File: src/rtl/voting_machine_n_if.sv
// voting_machine_n_if
// Groups the voting core's candidate-side inputs and readout-side outputs.
//   master : drives mode/buttons/sel, observes the results (button panel / readout)
//   slave  : the voting core itself
// Signals:
//   mode     - 0 = voting, 1 = counting
//   buttons  - one bit per candidate, active-high, already synchronised
//   sel      - candidate index to read out while counting
//   vote_ack - one-cycle pulse per accepted vote
//   out      - tally of candidate sel while counting, else 0
//   leader   - index of the highest tally (lowest index wins ties)
//   tie      - two or more candidates share a non-zero maximum
//   total    - sum of all tallies
//   sat      - sticky per-candidate "tally reached all-ones"
interface voting_machine_n_if #(
  parameter int NUM_CAND = 4,
  parameter int CNT_W    = 8
);
  localparam int SEL_W = ($clog2(NUM_CAND) < 1) ? 1 : $clog2(NUM_CAND);
  localparam int TOT_W = CNT_W + SEL_W;

  logic                mode;
  logic [NUM_CAND-1:0] buttons;
  logic [SEL_W-1:0]    sel;
  logic                vote_ack;
  logic [CNT_W-1:0]    out;
  logic [SEL_W-1:0]    leader;
  logic                tie;
  logic [TOT_W-1:0]    total;
  logic [NUM_CAND-1:0] sat;

  modport master (
    output mode, buttons, sel,
    input  vote_ack, out, leader, tie, total, sat
  );

  modport slave (
    input  mode, buttons, sel,
    output vote_ack, out, leader, tie, total, sat
  );
endinterface

File: src/rtl/voting_machine_n.sv
// voting_machine_n
// N-candidate voting core. A vote counts only when exactly one button is held
// stable for HOLD_CYCLES cycles in voting mode; after each accepted vote all
// buttons are ignored for LOCKOUT_CYCLES cycles and then until every button is
// released. Tallies saturate at all-ones. All readout outputs are registered.
// Ports:
//   clock - rising-edge clock
//   reset - synchronous, active-high; clears tallies, sat, FSM and outputs
//   bus   - voting_machine_n_if.slave (mode/buttons/sel in, results out)
module voting_machine_n #(
  parameter int NUM_CAND       = 4,
  parameter int CNT_W          = 8,
  parameter int HOLD_CYCLES    = 4,
  parameter int LOCKOUT_CYCLES = 16
) (
  input logic               clock,
  input logic               reset,
  voting_machine_n_if.slave bus
);
  localparam int SEL_W = ($clog2(NUM_CAND) < 1) ? 1 : $clog2(NUM_CAND);
  localparam int TOT_W = CNT_W + SEL_W;
  localparam int HC_W  = $clog2(HOLD_CYCLES + 1);
  localparam int LC_W  = $clog2(LOCKOUT_CYCLES + 1);
  localparam logic [CNT_W-1:0] CNT_MAX = {CNT_W{1'b1}};

  typedef enum logic [2:0] {
    IDLE,
    HOLD,
    ACCEPT,
    LOCKOUT,
    WAIT_RELEASE
  } state_t;

  state_t              state, state_n;
  logic [HC_W-1:0]     hold_cnt, hold_cnt_n;
  logic [LC_W-1:0]     lock_cnt, lock_cnt_n;
  logic [NUM_CAND-1:0] held_btns, held_btns_n;
  logic [SEL_W-1:0]    cand_idx, cand_idx_n;
  logic [SEL_W-1:0]    press_idx;

  logic [CNT_W-1:0]    tally [NUM_CAND];
  logic [NUM_CAND-1:0] sat_q;
  logic                vote_ack_q;
  logic [CNT_W-1:0]    out_q, out_c;
  logic [SEL_W-1:0]    leader_q, leader_c;
  logic                tie_q, tie_c;
  logic [TOT_W-1:0]    total_q, total_c;
  logic [CNT_W-1:0]    max_c;

  // Index of the pressed button; only meaningful when buttons is one-hot.
  always_comb begin
    press_idx = '0;
    for (int i = 0; i < NUM_CAND; i++) begin
      if (bus.buttons[i]) press_idx = SEL_W'(i);
    end
  end

  // Qualifier next-state logic.
  always_comb begin
    state_n     = state;
    hold_cnt_n  = hold_cnt;
    lock_cnt_n  = lock_cnt;
    held_btns_n = held_btns;
    cand_idx_n  = cand_idx;
    case (state)
      IDLE: begin
        if (!bus.mode && $onehot(bus.buttons)) begin
          state_n     = HOLD;
          hold_cnt_n  = HC_W'(1);
          held_btns_n = bus.buttons;
          cand_idx_n  = press_idx;
        end
      end
      HOLD: begin
        // Any deviation from the latched press (or entering counting mode)
        // abandons the attempt and demands a full release first.
        if (!bus.mode && (bus.buttons == held_btns)) begin
          hold_cnt_n = hold_cnt + HC_W'(1);
          if (hold_cnt == HC_W'(HOLD_CYCLES - 1)) state_n = ACCEPT;
        end else begin
          state_n = WAIT_RELEASE;
        end
      end
      ACCEPT: begin
        state_n    = LOCKOUT;
        lock_cnt_n = '0;
      end
      LOCKOUT: begin
        if (lock_cnt == LC_W'(LOCKOUT_CYCLES - 1)) state_n = WAIT_RELEASE;
        else lock_cnt_n = lock_cnt + LC_W'(1);
      end
      WAIT_RELEASE: begin
        if (bus.buttons == '0) state_n = IDLE;
      end
      default: state_n = IDLE;
    endcase
  end

  // Qualifier state register. vote_ack is registered from the next state so
  // it is high exactly while the FSM sits in ACCEPT.
  always_ff @(posedge clock) begin
    if (reset) begin
      state      <= IDLE;
      hold_cnt   <= '0;
      lock_cnt   <= '0;
      held_btns  <= '0;
      cand_idx   <= '0;
      vote_ack_q <= 1'b0;
    end else begin
      state      <= state_n;
      hold_cnt   <= hold_cnt_n;
      lock_cnt   <= lock_cnt_n;
      held_btns  <= held_btns_n;
      cand_idx   <= cand_idx_n;
      vote_ack_q <= (state_n == ACCEPT);
    end
  end

  // Leader, tie and total derived from the current tallies. Strict '>'
  // keeps the lowest index on ties.
  always_comb begin
    max_c    = '0;
    leader_c = '0;
    tie_c    = 1'b0;
    total_c  = '0;
    for (int i = 0; i < NUM_CAND; i++) begin
      total_c = total_c + TOT_W'(tally[i]);
      if (tally[i] > max_c) begin
        max_c    = tally[i];
        leader_c = SEL_W'(i);
      end
    end
    for (int i = 0; i < NUM_CAND; i++) begin
      if ((max_c != '0) && (tally[i] == max_c) && (SEL_W'(i) != leader_c)) tie_c = 1'b1;
    end
  end

  // Readout mux; an out-of-range sel reads as zero.
  always_comb begin
    out_c = '0;
    if (bus.mode && (int'(bus.sel) < NUM_CAND)) out_c = tally[bus.sel];
  end

  // Tallies update on the edge leaving ACCEPT; a reset on that same edge wins
  // and the vote is lost. sat flags once a tally reaches all-ones.
  always_ff @(posedge clock) begin
    if (reset) begin
      for (int i = 0; i < NUM_CAND; i++) tally[i] <= '0;
      sat_q    <= '0;
      out_q    <= '0;
      leader_q <= '0;
      tie_q    <= 1'b0;
      total_q  <= '0;
    end else begin
      if (state == ACCEPT) begin
        if (tally[cand_idx] != CNT_MAX) tally[cand_idx] <= tally[cand_idx] + CNT_W'(1);
        if (tally[cand_idx] >= CNT_MAX - CNT_W'(1)) sat_q[cand_idx] <= 1'b1;
      end
      out_q    <= out_c;
      leader_q <= leader_c;
      tie_q    <= tie_c;
      total_q  <= total_c;
    end
  end

  assign bus.vote_ack = vote_ack_q;
  assign bus.out      = out_q;
  assign bus.leader   = leader_q;
  assign bus.tie      = tie_q;
  assign bus.total    = total_q;
  assign bus.sat      = sat_q;
endmodule

File: src/flat_wrapper.sv
// flat-port wrapper written by rule: the top's interface ports become plain ports
module voting_machine_n_flat 
#(
  parameter int NUM_CAND       = 4,
  parameter int CNT_W          = 8,
  parameter int HOLD_CYCLES    = 4,
  parameter int LOCKOUT_CYCLES = 16
)
  (clock, reset, bus_mode, bus_buttons, bus_sel, bus_vote_ack, bus_out, bus_leader, bus_tie, bus_total, bus_sat);
  voting_machine_n_if #(.NUM_CAND(NUM_CAND), .CNT_W(CNT_W)) bus_i ();
  input logic clock;
  input logic reset;
  input wire logic [$bits(bus_i.mode)-1:0] bus_mode;
  input wire logic [$bits(bus_i.buttons)-1:0] bus_buttons;
  input wire logic [$bits(bus_i.sel)-1:0] bus_sel;
  output wire logic [$bits(bus_i.vote_ack)-1:0] bus_vote_ack;
  output wire logic [$bits(bus_i.out)-1:0] bus_out;
  output wire logic [$bits(bus_i.leader)-1:0] bus_leader;
  output wire logic [$bits(bus_i.tie)-1:0] bus_tie;
  output wire logic [$bits(bus_i.total)-1:0] bus_total;
  output wire logic [$bits(bus_i.sat)-1:0] bus_sat;
  assign bus_i.mode = bus_mode;
  assign bus_i.buttons = bus_buttons;
  assign bus_i.sel = bus_sel;
  assign bus_vote_ack = bus_i.vote_ack;
  assign bus_out = bus_i.out;
  assign bus_leader = bus_i.leader;
  assign bus_tie = bus_i.tie;
  assign bus_total = bus_i.total;
  assign bus_sat = bus_i.sat;
  voting_machine_n #(.NUM_CAND(NUM_CAND), .CNT_W(CNT_W), .HOLD_CYCLES(HOLD_CYCLES), .LOCKOUT_CYCLES(LOCKOUT_CYCLES)) u_core (.clock(clock), .reset(reset), .bus(bus_i));
endmodule
File: config.mk
export PLATFORM = sky130hd
export DESIGN_NAME = voting_machine_n_flat
export DESIGN_NICKNAME = d
export VERILOG_FILES = /design/src/rtl/voting_machine_n_if.sv /design/src/rtl/voting_machine_n.sv /design/src/flat_wrapper.sv
export SDC_FILE = /design/constraint.sdc
export NUM_CORES = 1
export LEC_CHECK = 0
export BUFFER_PORTS_ARGS = -buffer_cell sky130_fd_sc_hd__buf_2
export CAP_MARGIN = 10
export CORE_UTILIZATION = 40
export DETAILED_ROUTE_END_ITERATION = 10
export PLACE_DENSITY = 0.6
export SLEW_MARGIN = 20
export SYNTH_ARGS = -nofsm -noshare
export SYNTH_HDL_FRONTEND = slang
export SYNTH_SLANG_ARGS = --single-unit
File: constraint.sdc
create_clock -name clock -period 6.52 [get_ports clock]
set_input_delay 0.326 -clock clock [delete_from_list [all_inputs] [get_ports clock]]
set_output_delay 0.326 -clock clock [all_outputs]
set_load 0.02 [all_outputs]
==> results.yml <==
critical_path:
  arrival_ns: 6.58
  crit_path_end_kind: "register"
  critPathKind: "register to register"
  slowest_stage: "edfxtp_1"
  reg2reg_depth: 26
  cp_top_family: "compound AO/OA/AOI/OAI gates"
  max_stage_delay_ns: 0.43
  cp.depth: 26
  cp.required_ns: 6.78
  crit_path_max_fanout: 11
  cp_num_buf_inv: 3
  r2r_setup_slack_ns: 0.21
  startpoint_type: "register"
synthesis:
  yosys.area_share.simple_pct: 17.2
  netlist_area_sq_um: 5980
  synth_common_cells: "nor2_1 (85), inv_1 (66), ha_1 (50)"
  synthFlopType: "dfxtp_1"
  synth_area_leaders: "edfxtp_1 (16%), dfxtp_1 (15%), ha_1 (10%)"
  ys_warn_count: 0
  synth_cells: 654
  synthAdderAreaFrac_pct: 14.2
  synth_edf_count: 32
  synthDistinctLibCells: 62
  synthArstFlopShare_pct: 0
  yosys.cell_count.top_type: "nor2_1"
  ys_seq_area_share_pct: 31.1
  avgSynthCellArea_sq_um: 9.14
  synth_top_family_by_area: "simple AND/OR/NAND/NOR gates"
  synth_fp_nets: 724
  muxShareOfSynthArea_pct: 7.77
  ys_seq_elements: 77
  synth_top_cell_area_share_pct: 16.1
  synth_area_leader_cell: "edfxtp_1"
  synthXorXnorAreaFrac_pct: 7.33
  synth-compound-area-share_pct: 16.4
power:
  swShare_pct: 33.4
  seq_power_share_pct: 37.0
  internal-power_uw: 1010
  p_per_area_nw_per_um2: 222
  power_frac_clock_pct: 32.6
  p_sw_uw: 506
  power_uw: 1510
  leakage_uw: 0.00289
  ir_drop_uv: 136
  p_comb_share_pct: 30.4
floorplanning:
  dieArea_sq_um: 15400
  ios: 35
  die_w_um: 124
  rows: 44
  coreArea_sq_um: 14500
  start_util_pct: 41.1
  fp.dieH_um: 124
clock_tree:
  cts_root_buf: "clkbuf_16"
  ctsHoldBuffers: 0
  htreeDepth: 3
  insertion_delay_ns: 0.35
  cts_buffers: 9
  clkTransAtPathRegs_ns: 0.06
  cts_buffer_depth: 2
  cts_tree: "yes"
  cts.sinks: 77
detailed_routing:
  drtIter0Drc: 365
  drtAntennaViolNets: 0
  drcViolationCount: 0
  routedWlPerCell_um: 20.4
  via_count: 5179
  vias_per_cell: 5.81
  first_pass_iters: 5
  postRouteWirelength_um: 18200
global_route:
  grt_pass1_vias: 5118
  grt_max_degree: 46
  antenna_found_initial: 0
  grt_usage_pct: 23.8
  grt_overflow_total: 0
  grt_pass1_wl_um: 28300
place:
  gp_congestion: 0.949
  placed_area_sq_um: 6480
  hpwl_um: 13600
  pre_cts_ws_ns: -0.152
  io_buffers: 34
finish:
  register_area_sq_um: 1860
  fill_cells: 1396
  n_antenna_cell: 0
  nNetsFinal: 772
  post_route_cells_drive_above_1_share_pct: 16.7
  synthToLayoutAreaGrowth_pct: 14.0
  final_util_pct: 46.9
  post-route-cell-area_sq_um: 6810
  multiInputGateArea_sq_um: 3780
sta:
  timing.final.crit_share_pct: 96.8
  worstMarginPinSlew_ns: 0.894
  setup_ws_ns: 0.206
  setup_viol: 0
  hold_viol: 0
  clock_skew_ns: 0.00588
  slew_viol_final: 0
  fmax_ghz: 0.158
  maxSlewHeadroom_pct: 40.4
  period_needed_ns: 6.31
run_status:
  run_status: "finished clean"
hold_path:
  hold_path.class: "primary input to register"
  hold_path_depth: 5
run:
  max-cap-violations: 0
-- registers in the layout, summed over array words and instances (netlist names), named ones only --
register	flops
u_core.bus.sat	4
u_core.bus.total	10
u_core.bus.leader	2
u_core.bus.out	8
u_core.bus.tie	1
u_core.lock_cnt	5
u_core.cand_idx	2
u_core.bus.vote_ack	1
u_core.tally	32
u_core.hold_cnt	3
u_core.state	3
u_core.held_btns	4
-- stage by stage --
step / std cells / hold WS (ns) / TNS, ns
5_1_grt: 891 / 0.459 / -0.00940
4_1_cts: 888 / 0.395 / 0
2_1_floorplan: 654 / 0.444 / 0
3_5_place_dp: 872 / 0.452 / -0.152
6_report: 891 / 0.414 / 0
3_3_place_gp: 872 / 0.453 / 0
-- logic make-up after synthesis --
kind of cell	after synthesis
and+or+nand+nor	210
adders and majority gates	61
buffers and inverters	94
DFF	77
muxes	25
xor gates and xnor gates	50
AOI/OAI and AO/OA	137
-- power groups by stage --
stage               sequential [uW]  clock [uW]  combinational (uW)
global placement                569           0                 442
finish                          559         492                 460
CTS                             559         504                 447
floorplan                       578           0                 304
global route                    562         522                 500
detailed placement              569           0                 444
-- layout make-up --
type	instances	share of cell area, %
inverters	66	3.64
clock inverters	4	0.441
clock buffers	12	3.78
flip-flops and latches	77	27.3
repair buffers	65	5.91
well taps	184	3.38
multi-input cells	483	55.5
-- cell usage in the layout (no fill, tap or decap), drive strengths merged, types with 14 or more instances in the layout --
| master | instances |
|---|---|
| dfxtp | 45 |
| nand3 | 16 |
| nand2 | 24 |
| inv | 67 |
| nor2b | 18 |
| nand2b | 15 |
| xnor2 | 38 |
| a21oi | 36 |
| ha | 50 |
| nor3 | 14 |
| mux4 | 16 |
| o21ai | 14 |
| nor2 | 85 |
| edfxtp | 32 |
| buf | 65 |
-- worst reg2reg max path: stages, from the launching register on --
cell,delay (ns)
edfxtp_1,0.43
inv_1,0.12
ha_1,0.40
nand4_1,0.16
inv_1,0.11
o21ai_2,0.10
a21oi_4,0.30
mux2_2,0.41
inv_1,0.12
ha_1,0.25
and4_1,0.22
and2_1,0.18
and3_1,0.20
and2_1,0.16
and3_1,0.20
o31a_1,0.29
or2_2,0.30
ha_1,0.31
a21o_1,0.19
a211oi_1,0.32
a21o_2,0.32
a21oi_1,0.07
a31oi_1,0.15
o21ai_0,0.13
a2111oi_2,0.40
a41oi_1,0.19
a211oi_2,0.20
-- routing by layer --
metal	vias to the layer above	global-route usage (%)	wire [um]
met5	-	0	0
met4	0	11.5	745
met3	53	5.26	1130
met2	198	39.9	8830
met1	2495	28.8	7490
li1	2433	-	-
-- path summary, 6_finish.rpt --
kind                       from             endpoint
min reg2reg   u_core.bus.sat[0]    u_core.bus.sat[0]
max reg2reg  u_core.tally[0][7]       u_core.bus.tie
min              bus_buttons[0]  u_core.held_btns[0]
max          u_core.tally[0][7]       u_core.bus.tie
-- timing repair --
action,CTS,global route
buffers inserted,0,3
cloned,0,0
setup endpoints to repair,1,1
pin swaps,0,1
gates resized for setup,2,4
endpoints found under the hold margin,0,0
Power figures use the tool's default switching activity.
